<file path="config.mk">
export PLATFORM = sky130hd
export DESIGN_NAME = camera_config_seq
export DESIGN_NICKNAME = d
export VERILOG_FILES = /design/src/rtl/camera_cfg_pkg.sv /design/src/rtl/camera_config_rom.sv /design/src/rtl/camera_config_seq.sv
export SDC_FILE = /design/constraint.sdc
export NUM_CORES = 1
export LEC_CHECK = 0
export CELL_PAD_IN_SITES_DETAIL_PLACEMENT = 0
export CELL_PAD_IN_SITES_GLOBAL_PLACEMENT = 1
export CORE_AREA = 8 8 131 103
export DETAILED_ROUTE_END_ITERATION = 7
export DIE_AREA = 0 0 139 111
export PLACE_DENSITY = 0.71
export SYNTH_ARGS = -nofsm -noshare
export SYNTH_HDL_FRONTEND = slang
export SYNTH_SLANG_ARGS = --single-unit
</file>
<file path="constraint.sdc">
create_clock -name clk -period 6.05 [get_ports clk]
set_input_delay 1.21 -clock clk [delete_from_list [all_inputs] [get_ports clk]]
set_output_delay 1.21 -clock clk [all_outputs]
set_load 0.005 [all_outputs]
</file>
<file path="src/rtl/camera_cfg_pkg.sv">
// Shared types and constants for the camera configuration sequencer.
package camera_cfg_pkg;

  typedef enum logic [2:0] {
    ST_FETCH,
    ST_DECODE,
    ST_SEND,
    ST_DELAY,
    ST_DONE
  } state_t;

  localparam logic [15:0] CFG_END           = 16'hFFFF;
  localparam logic [7:0]  CFG_DELAY_OP      = 8'hF0;
  localparam logic [7:0]  CAMERA_ID_DEFAULT = 8'h42;

  // Width that holds the longest delay, 255 units of unit_cycles each.
  function automatic int delay_cnt_width(input int unit_cycles);
    return $clog2(255 * unit_cycles + 1);
  endfunction

endpackage

</file>
<file path="src/rtl/camera_config_rom.sv">
// Synchronous-read configuration table. Entry = {reg[15:8], val[7:0]};
// unlisted addresses return the end marker. TABLE_SEL 0 is the camera
// table; 1 and 2 are bring-up tables (zero-length delay, full 64 writes).
module camera_config_rom
  import camera_cfg_pkg::*;
#(
  parameter int ROM_AW    = 6,
  parameter int TABLE_SEL = 0
) (
  input  logic              clk,
  input  logic [ROM_AW-1:0] addr,
  output logic [15:0]       data
);

  function automatic logic [15:0] lookup(input int a);
    // NOTE: the result gets a default before the case, so every path is
    // assigned and no latch or stale value can be implied.
    lookup = CFG_END;
    case (TABLE_SEL)
      1: begin
        case (a)
          0:       lookup = 16'h1280;
          1:       lookup = 16'hF000;
          2:       lookup = 16'h40D0;
          default: lookup = CFG_END;
        endcase
      end
      2: lookup = {8'(a), ~8'(a)};
      default: begin
        case (a)
          0:       lookup = 16'h1280;  // COM7 soft reset
          1:       lookup = 16'hF00A;  // wait 10 ms for the sensor to settle
          2:       lookup = 16'h1204;  // RGB output
          3:       lookup = 16'h40D0;  // RGB565, full range
          4:       lookup = 16'h1101;  // clock prescale
          default: lookup = CFG_END;
        endcase
      end
    endcase
  endfunction

  // Registered read: data is valid the cycle after addr is presented.
  // NOTE: the read register has no reset; the sequencer only looks at it
  // in DECODE, one cycle after it has been loaded from a defined address.
  always_ff @(posedge clk) begin
    data <= lookup(int'(addr));
  end

endmodule

</file>
<file path="src/rtl/camera_config_seq.sv">
// Steps through the configuration table and hands each {register, value}
// pair to the I2C write engine with a send/taken handshake. Delay entries
// stall the walk; the sequence runs after reset and on each resend.
module camera_config_seq
  import camera_cfg_pkg::*;
#(
  parameter logic [7:0] CAMERA_ID         = CAMERA_ID_DEFAULT,
  parameter int         DELAY_UNIT_CYCLES = 50000,
  parameter int         ROM_AW            = 6,
  parameter int         TABLE_SEL         = 0
) (
  input  logic       clk,
  input  logic       reset,
  input  logic       resend,
  input  logic       taken,
  output logic       send,
  output logic [7:0] id,
  output logic [7:0] register,
  output logic [7:0] value,
  output logic       busy,
  output logic       done
);

  localparam int DELAY_CNT_W = delay_cnt_width(DELAY_UNIT_CYCLES);
  localparam logic [DELAY_CNT_W-1:0] UNIT_CYCLES = DELAY_CNT_W'(DELAY_UNIT_CYCLES);
  localparam logic [ROM_AW-1:0]      ADDR_LAST   = '1;

  state_t                  state;
  logic [ROM_AW-1:0]       addr;
  logic [15:0]             rom_data;
  logic [DELAY_CNT_W-1:0]  delay_cnt;
  logic                    at_last;

  camera_config_rom #(
    .ROM_AW   (ROM_AW),
    .TABLE_SEL(TABLE_SEL)
  ) u_rom (
    .clk (clk),
    .addr(addr),
    .data(rom_data)
  );

  assign id      = CAMERA_ID;
  // The last table slot finishes the sequence instead of wrapping to 0.
  assign at_last = (addr == ADDR_LAST);

  // Sequencer FSM with address counter, delay counter and registered outputs.
  // NOTE: all sequential state uses non-blocking assignments so every
  // register samples pre-edge values regardless of statement order.
  always_ff @(posedge clk) begin
    if (reset) begin
      state     <= ST_FETCH;
      addr      <= '0;
      delay_cnt <= '0;
      send      <= 1'b0;
      register  <= 8'h00;
      value     <= 8'h00;
      busy      <= 1'b1;
      done      <= 1'b0;
    end else begin
      case (state)
        ST_FETCH: state <= ST_DECODE;

        ST_DECODE: begin
          if (rom_data == CFG_END) begin
            state <= ST_DONE;
            busy  <= 1'b0;
            done  <= 1'b1;
          end else if (rom_data[15:8] == CFG_DELAY_OP) begin
            if (rom_data[7:0] != 8'h00) begin
              // Constant-coefficient product, reduced to shift-add at elaboration.
              delay_cnt <= DELAY_CNT_W'(rom_data[7:0]) * UNIT_CYCLES;
              state     <= ST_DELAY;
            end else if (at_last) begin
              state <= ST_DONE;
              busy  <= 1'b0;
              done  <= 1'b1;
            end else begin
              addr  <= addr + 1'b1;
              state <= ST_FETCH;
            end
          end else begin
            register <= rom_data[15:8];
            value    <= rom_data[7:0];
            send     <= 1'b1;
            state    <= ST_SEND;
          end
        end

        ST_SEND: begin
          if (taken) begin
            send <= 1'b0;
            if (at_last) begin
              state <= ST_DONE;
              busy  <= 1'b0;
              done  <= 1'b1;
            end else begin
              addr  <= addr + 1'b1;
              state <= ST_FETCH;
            end
          end
        end

        // Spends exactly n * DELAY_UNIT_CYCLES cycles here; the counter
        // reaches 0 on the exit edge.
        ST_DELAY: begin
          delay_cnt <= delay_cnt - 1'b1;
          if (delay_cnt == DELAY_CNT_W'(1)) begin
            if (at_last) begin
              state <= ST_DONE;
              busy  <= 1'b0;
              done  <= 1'b1;
            end else begin
              addr  <= addr + 1'b1;
              state <= ST_FETCH;
            end
          end
        end

        ST_DONE: begin
          if (resend) begin
            addr  <= '0;
            busy  <= 1'b1;
            done  <= 1'b0;
            state <= ST_FETCH;
          end
        end

        default: state <= ST_FETCH;
      endcase
    end
  end

endmodule

</file>
==> results of run 1 <==
## area by class of cell
type | count | area [um^2] | area share, %
flip-flops and latches | 54 | 1081 | 22.18
multi-input cells | 417 | 3095 | 63.50
clock inverters | 3 | 45.04 | 0.9240
inverters | 26 | 97.59 | 2.002
repair buffers | 26 | 250.2 | 5.133
clock buffers | 5 | 125.1 | 2.567
well taps | 144 | 180.2 | 3.696
## metal layers
layer  track usage [%]  part of all wire, %
met5                 0                    0
met4             1.751                 0.40
met3             2.668                  4.2
met2             21.73                   41
met1             20.95                   54
## per-stage QoR
stage | setup slack [ns] | cell area [um^2]
after floorplan | 2.260 | 4458
after global placement | 2.019 | 4705
after detailed placement | 1.929 | 4705
after CTS | 1.908 | 4875
after global routing | 1.660 | 4875
final | 1.913 | 4875
## registers in the layout, indices dropped and copies added (netlist names)
register	cells
state	3
u_rom.data	9
done	1
delay_cnt	24
busy	1
value	3
send	1
addr	6
register	6
## logic make-up (layout without fill, tap and decap cells)
family                     Yosys count  in the layout
and+or+nand+nor                    177            177
AOI/OAI and AO/OA                  133            133
adders and majority gates           71             71
buffers and inverters               62             60
DFF                                 54             54
xor gates and xnor gates            17             17
muxes                               11             11
other                                2              8
## power groups by stage
| stage | Sequential, W | Combinational, W | Clock [W] |
|---|---|---|---|
| final | 0.000524 | 0.00207 | 0.000332 |
| after global routing | 0.000540 | 0.00235 | 0.000353 |
| after CTS | 0.000524 | 0.00207 | 0.000338 |
| after detailed placement | 0.000533 | 0.00203 | 0 |
| after global placement | 0.000529 | 0.00203 | 0 |
| after floorplan | 0.000497 | 0.00157 | 0 |
## synth_stat cells, drive strengths merged, types with 2 or more instances
master / instances / area share (%)
ha: 58 / 16
dfxtp: 54 / 24
nor2: 50 / 4.2
o21ai: 37 / 4.4
a21oi: 33 / 3.7
inv: 26 / 2.2
buf: 19 / 2.9
nand2: 19 / 1.6
nor3: 19 / 2.1
clkbuf: 17 / 1.4
nor4: 15 / 2.1
fa: 13 / 5.9
xor2: 13 / 2.6
a21o: 11 / 1.9
and3: 10 / 1.4
mux2i: 10 / 2.3
nand3: 10 / 1.4
nand2b: 9 / 1.3
nand4: 8 / 1.1
a211oi: 6 / 1.0
a31oi: 6 / 0.85
and2: 6 / 0.85
or3: 6 / 0.85
a22oi: 5 / 0.85
a311o: 5 / 1.1
or4: 5 / 0.93
a221oi: 4 / 0.79
a311oi: 4 / 0.79
nand3b: 4 / 0.68
nor2b: 4 / 0.56
o21a: 4 / 0.68
xnor2: 4 / 0.79
nand4b: 3 / 0.59
nor3b: 3 / 0.51
o31ai: 3 / 0.51
or2: 3 / 0.42
a2bb2oi: 2 / 0.39
and4: 2 / 0.39
conb: 2 / 0.17
o221ai: 2 / 0.39
o41ai: 2 / 0.39
## final timing paths
| check | start | cells past startpoint | endpoint |
|---|---|---|---|
| max reg2reg | u_rom.data[13] | 12 | delay_cnt[15] |
| min | done | 1 | done |
| max | u_rom.data[13] | 12 | delay_cnt[15] |
| min reg2reg | done | 1 | done |
## worst max-delay path, stage by stage (launching register included)
cell	delay, ns
dfxtp_1	0.65
inv_1	0.20
ha_1	0.35
ha_1	0.34
fa_1	0.49
ha_1	0.31
ha_1	0.35
nor2b_1	0.16
o31a_1	0.27
o21a_1	0.19
or3_1	0.34
a311o_1	0.35
o21ai_0	0.07
==> results.md, run 1 <==
- Final Max Tran Viols: 0
- Synthesized-area fraction occupied by adder cells: 22.23%
- Ys flop type: dfxtp_1
- Post-CTS Setup Inserts: 0
- Final worst path period share: 68.37%
- Die height: 111 um
- Outcome: finished, final reports clean
- Number of synthesized flops with an enable pin: 0
- Filler instances: 1131
- Hpwl dp: 8.349 mm
- Via-per-instance ratio: 5.569
- Comb pwr share: 70.7%
- Total GRT Usage: 14.32%
- Setup Skew: 0.007030 ns
- Routed length per placed instance: 16.40 um
- IO Pins: 31
- First-pass GRT wire length: 18.71 mm
- Skew-Pair Late Insertion Delay: 0.29 ns
- Max Freq: 241.7 MHz
- Combinational family with the most area after synthesis: adder cells
- Vias: 3759
- Sequential fraction of the synthesis area: 24.37%
- Sw Share: 48.39%
- Initial core utilization: 39.20%
- YS warnings: 0
- Final Critical Period: 4.137 ns
- Fin. Hold Viols: 0
- Num CTS Buffers: 5
- Row cnt: 34
- Tot Pwr: 0.002922 W
- Mux cell area share after synthesis: 2.511%
- Yosys reg bits: 54
- Post-synthesis xor/xnor area fraction: 3.357%
- Ant diodes: 0
- Synth async-reset ratio: 0%
- Crit. End Element: register
- Vias in the first global route: 3691
- TritonCTS clock tree: yes
- Synth Instances: 527
- Remaining DRCs: 0
- Commonest non-fill, non-tap cells in the layout: ha_1 (58), dfxtp_1 (54), nor2_1 (49), o21ai_0 (35), a21oi_1 (33)
- Initial antenna violation count: 0
- Layout cell share with drive strength beyond 1: 4.143%
- Post-cts resize count: 0
- Clk slew on worst S/H paths: 0.07 ns
- Maximum VDD drop: 0.2254 mV
- WP data required: 6.27 ns
- Die area: 15430 um^2
- CTS sink count: 54
- Area of the mapped netlist: 4436 um^2
- Drt first pass iters: 4
- GRT overflow: 0
- Hold buffer count at cts: 0
- Worst hold slack: 0.4562 ns
- CTS Buffer Depth: 2
- DR iter-0 viols: 293
- WP data arrival: 4.36 ns
- H-tree levels: 2
- Pin count of the biggest net entering global routing: 44
- Post-Syn Area per Cell: 8.417 um^2
- Power per Cell Area: 599.5 nW/um^2
- Nets: 605
- P_int: 0.001508 W
- R2r setup slk: 1.91 ns
- Complex-gate fraction of the synthesized area: 19.52%
- Max transition margin: 29.72%
- PortBufs: 22
- Max-Cap Viols: 0
- Worst slew pin tran: 1.047 ns
- HP Class: reg -> reg
- Clk pwr share: 11.4%
- Clock root cell: clkbuf_16
- Cells after DPL: 667
- Final Instance Count excl. Fillers: 675
- RSZ-0062 raised after global routing: no
- Leak pwr: 2.114 nW
- Setup tns final: 0 ns
- Crit-path max FO: 12
- P&R area growth vs syn: 9.901%
- Final WL: 11.07 mm
- Sequential power share: 17.9%
- Kind of critical path: reg -> reg
- # setup viols final: 0
- Most common cell after layout, fill and taps aside: ha_1
- Simple-Gate Fraction of Synth Area: 21.30%
- Gpl congestion: 0.8207
- Die Wd: 139 um
- Fin util: 43.08%
- Yosys cell types: 57
- Sw Pwr: 0.001414 W
- ANT nets after route: 0
- Core footprint: 11320 um^2
- Critical path launch point type: register
(Power assumes the default switching activity.)
==> run 2: changes to the inputs <==
Settings changed: PLACE_DENSITY 0.71 to 0.74.
Clock period 6.05 ns to 3.6 ns, I/O delays scaled along.
==> results.md, run 2 (synthesis results as in run 1) <==
- Outcome: finished, final reports clean
- Number of flip-flops in the largest register: 24 (unchanged)
- Max-Cap Viols: 0 (unchanged)
- Crit-path max FO: 7 (-5)
- Setup Skew: 0.01038 ns (+0.003345 ns)
- Nets: 639 (+5.6%)
- Hold buffer count at cts: 0 (unchanged)
- Die area: 15430 um^2 (unchanged)
- Max transition margin: 38.48% (+8.8 points)
- Filler instances: 1065 (-5.8%)
- Routed length per placed instance: 16.02 um (-2.3%)
- Crit. End Element: register
- Setup tns final: 0 ns (unchanged)
- Skew-Pair Late Insertion Delay: 0.29 ns (about the same)
- Largest reg by FF count: delay_cnt
- Max Freq: 286.3 MHz (+18%)
- Biggest regs: delay_cnt: 24 flops, u_rom.data: 9 flops
- H-tree levels: 2 (unchanged)
- WP data arrival: 3.70 ns (-0.66 ns)
- HP Class: reg -> reg
- Final Instance Count excl. Fillers: 709 (+5.0%)
- CTS sink count: 54 (unchanged)
- Fin. Hold Viols: 0 (unchanged)
- Worst slew pin tran: 0.9206 ns (-0.1266 ns)
- Ant diodes: 0 (unchanged)
- Row cnt: 34 (unchanged)
- Setup WS post-layout: 0.1068 ns (-1.807 ns)
- Clock root cell: clkbuf_16
- First-pass GRT wire length: 18.55 mm (-0.84%)
- GRT overflow: 0 (unchanged)
- Drt first pass iters: 4 (unchanged)
- Gpl congestion: 0.8138 (-0.84%)
- P&R area growth vs syn: 20.23%
- Power per Cell Area: 1091 nW/um^2 (+82%)
- Setup WS pre-CTS: -0.04259 ns (-1.972 ns)
- Initial core utilization: 39.20% (unchanged)
- WP data required: 3.80 ns (-2.47 ns)
- DR iter-0 viols: 226 (-23%)
- Final Critical Period: 3.493 ns (-0.6434 ns)
- Via-per-instance ratio: 5.451 (-2.1%)
- CTS Buffer Depth: 2 (unchanged)
- ANT nets after route: 0 (unchanged)
- Final worst path period share: 97.03% (+29 points)
- Vias: 3865 (+2.8%)
- Layout cell share with drive strength beyond 1: 16.64% (+12 points)
- Cells after DPL: 699 (+4.8%)
- Core footprint: 11320 um^2 (unchanged)
- PortBufs: 22 (unchanged)
- Die Wd: 139 um (unchanged)
- TritonCTS clock tree: yes
- Commonest non-fill, non-tap cells in the layout: nor2_1 (50), dfxtp_1 (49), ha_1 (46), buf_4 (37), o21ai_0 (34)
- Remaining DRCs: 0 (unchanged)
- Vias in the first global route: 3700 (+0.24%)
- Die height: 111 um (unchanged)
- Worst hold slack: 0.4548 ns (-0.001386 ns)
- IO Pins: 31 (unchanged)
- Final WL: 11.36 mm (+2.6%)
- Total GRT Usage: 14.42% (+0.092 points)
- Num CTS Buffers: 5 (unchanged)
- Leak pwr: 2.288 nW (+8.2%)
- Kind of critical path: reg -> reg
- Pin count of the biggest net entering global routing: 29 (-34%)
- Initial antenna violation count: 0 (unchanged)
- Final Max Tran Viols: 0 (unchanged)
- Clk slew on worst S/H paths: 0.08 ns (about the same)
- # setup viols final: 0 (unchanged)
- Most common cell after layout, fill and taps aside: nor2_1
- Hpwl dp: 8.727 mm (+4.5%)
- Critical path launch point type: register
- Maximum VDD drop: 0.5894 mV (+160%)
run 2: area by class of cell:
| cell class | instances | area (um^2) | area share, % |
|---|---|---|---|
| timing repair buffer | 60 | 509.2 | 9.550 |
| inverter | 26 | 97.59 | 1.830 |
| clock inverter | 3 | 21.27 | 0.3989 |
| tap | 144 | 180.2 | 3.379 |
| multi-input combinational | 417 | 3307 | 62.01 |
| sequential | 54 | 1092 | 20.48 |
| clock buffer | 5 | 125.1 | 2.346 |
run 2: report_power, final:
part / leakage (nW) / switching, W / total [W] / internal (W)
Sequential: 0.442 / 0.000137 / 0.000852 / 0.000715
Combinational: 1.78 / 0.00230 / 0.00449 / 0.00219
Clock: 0.0698 / 0.000225 / 0.000483 / 0.000258
Total: 2.29 / 0.00266 / 0.00582 / 0.00316
run 2: metrics by stage:
| step | cell area (um^2) | total power, W | utilization [%] |
|---|---|---|---|
| 4_1_cts | 5156 | 0.005457 | 45.57 |
| 2_1_floorplan | 4463 | 0.003486 | - |
| 6_report | 5333 | 0.005820 | 47.13 |
| 3_3_place_gp | 4947 | 0.004705 | 43.72 |
| 5_1_grt | 5333 | 0.006381 | 47.13 |
| 3_5_place_dp | 4947 | 0.004737 | 43.72 |
run 2: what timing repair did:
action,4_1_cts,5_1_grt
pin swaps,4,9
setup buffers,1,1
gates resized for setup,12,31
endpoints found under the hold margin,0,0
endpoints found under the setup margin,5,9
run 2: path summary, 6_finish.rpt:
check / to / start / depth (start not counted) / slack [ns]
worst max-delay path: delay_cnt[22] / u_rom.data[6] / 12 / 0.11
worst min-delay path: done / done / 1 / 0.45
worst max register to register: delay_cnt[22] / u_rom.data[6] / 12 / 0.11
worst min register to register: done / done / 1 / 0.45
run 2: per-layer routing:
layer  share of wire, %  routed length (um)  vias to the layer above  global-route usage [%]
met1                 52                5928                     1810                   20.39
met4               0.70                  80                        0                   3.209
met2                 42                4804                       67                   21.70
li1                   -                   -                     1980                       -
met3                4.8                 547                        8                   3.227
met5                  0                   0                        -                       0
run 2: critical path, stage by stage (launching register included):
cell      delay [ns]
dfxtp_4         0.43
ha_4            0.23
xnor2_2         0.14
xnor2_2         0.14
fa_1            0.48
ha_1            0.33
ha_1            0.35
a21o_1          0.23
a22oi_2         0.22
a21oi_2         0.11
o21ai_1         0.15
mux2_2          0.35
a311oi_1        0.23
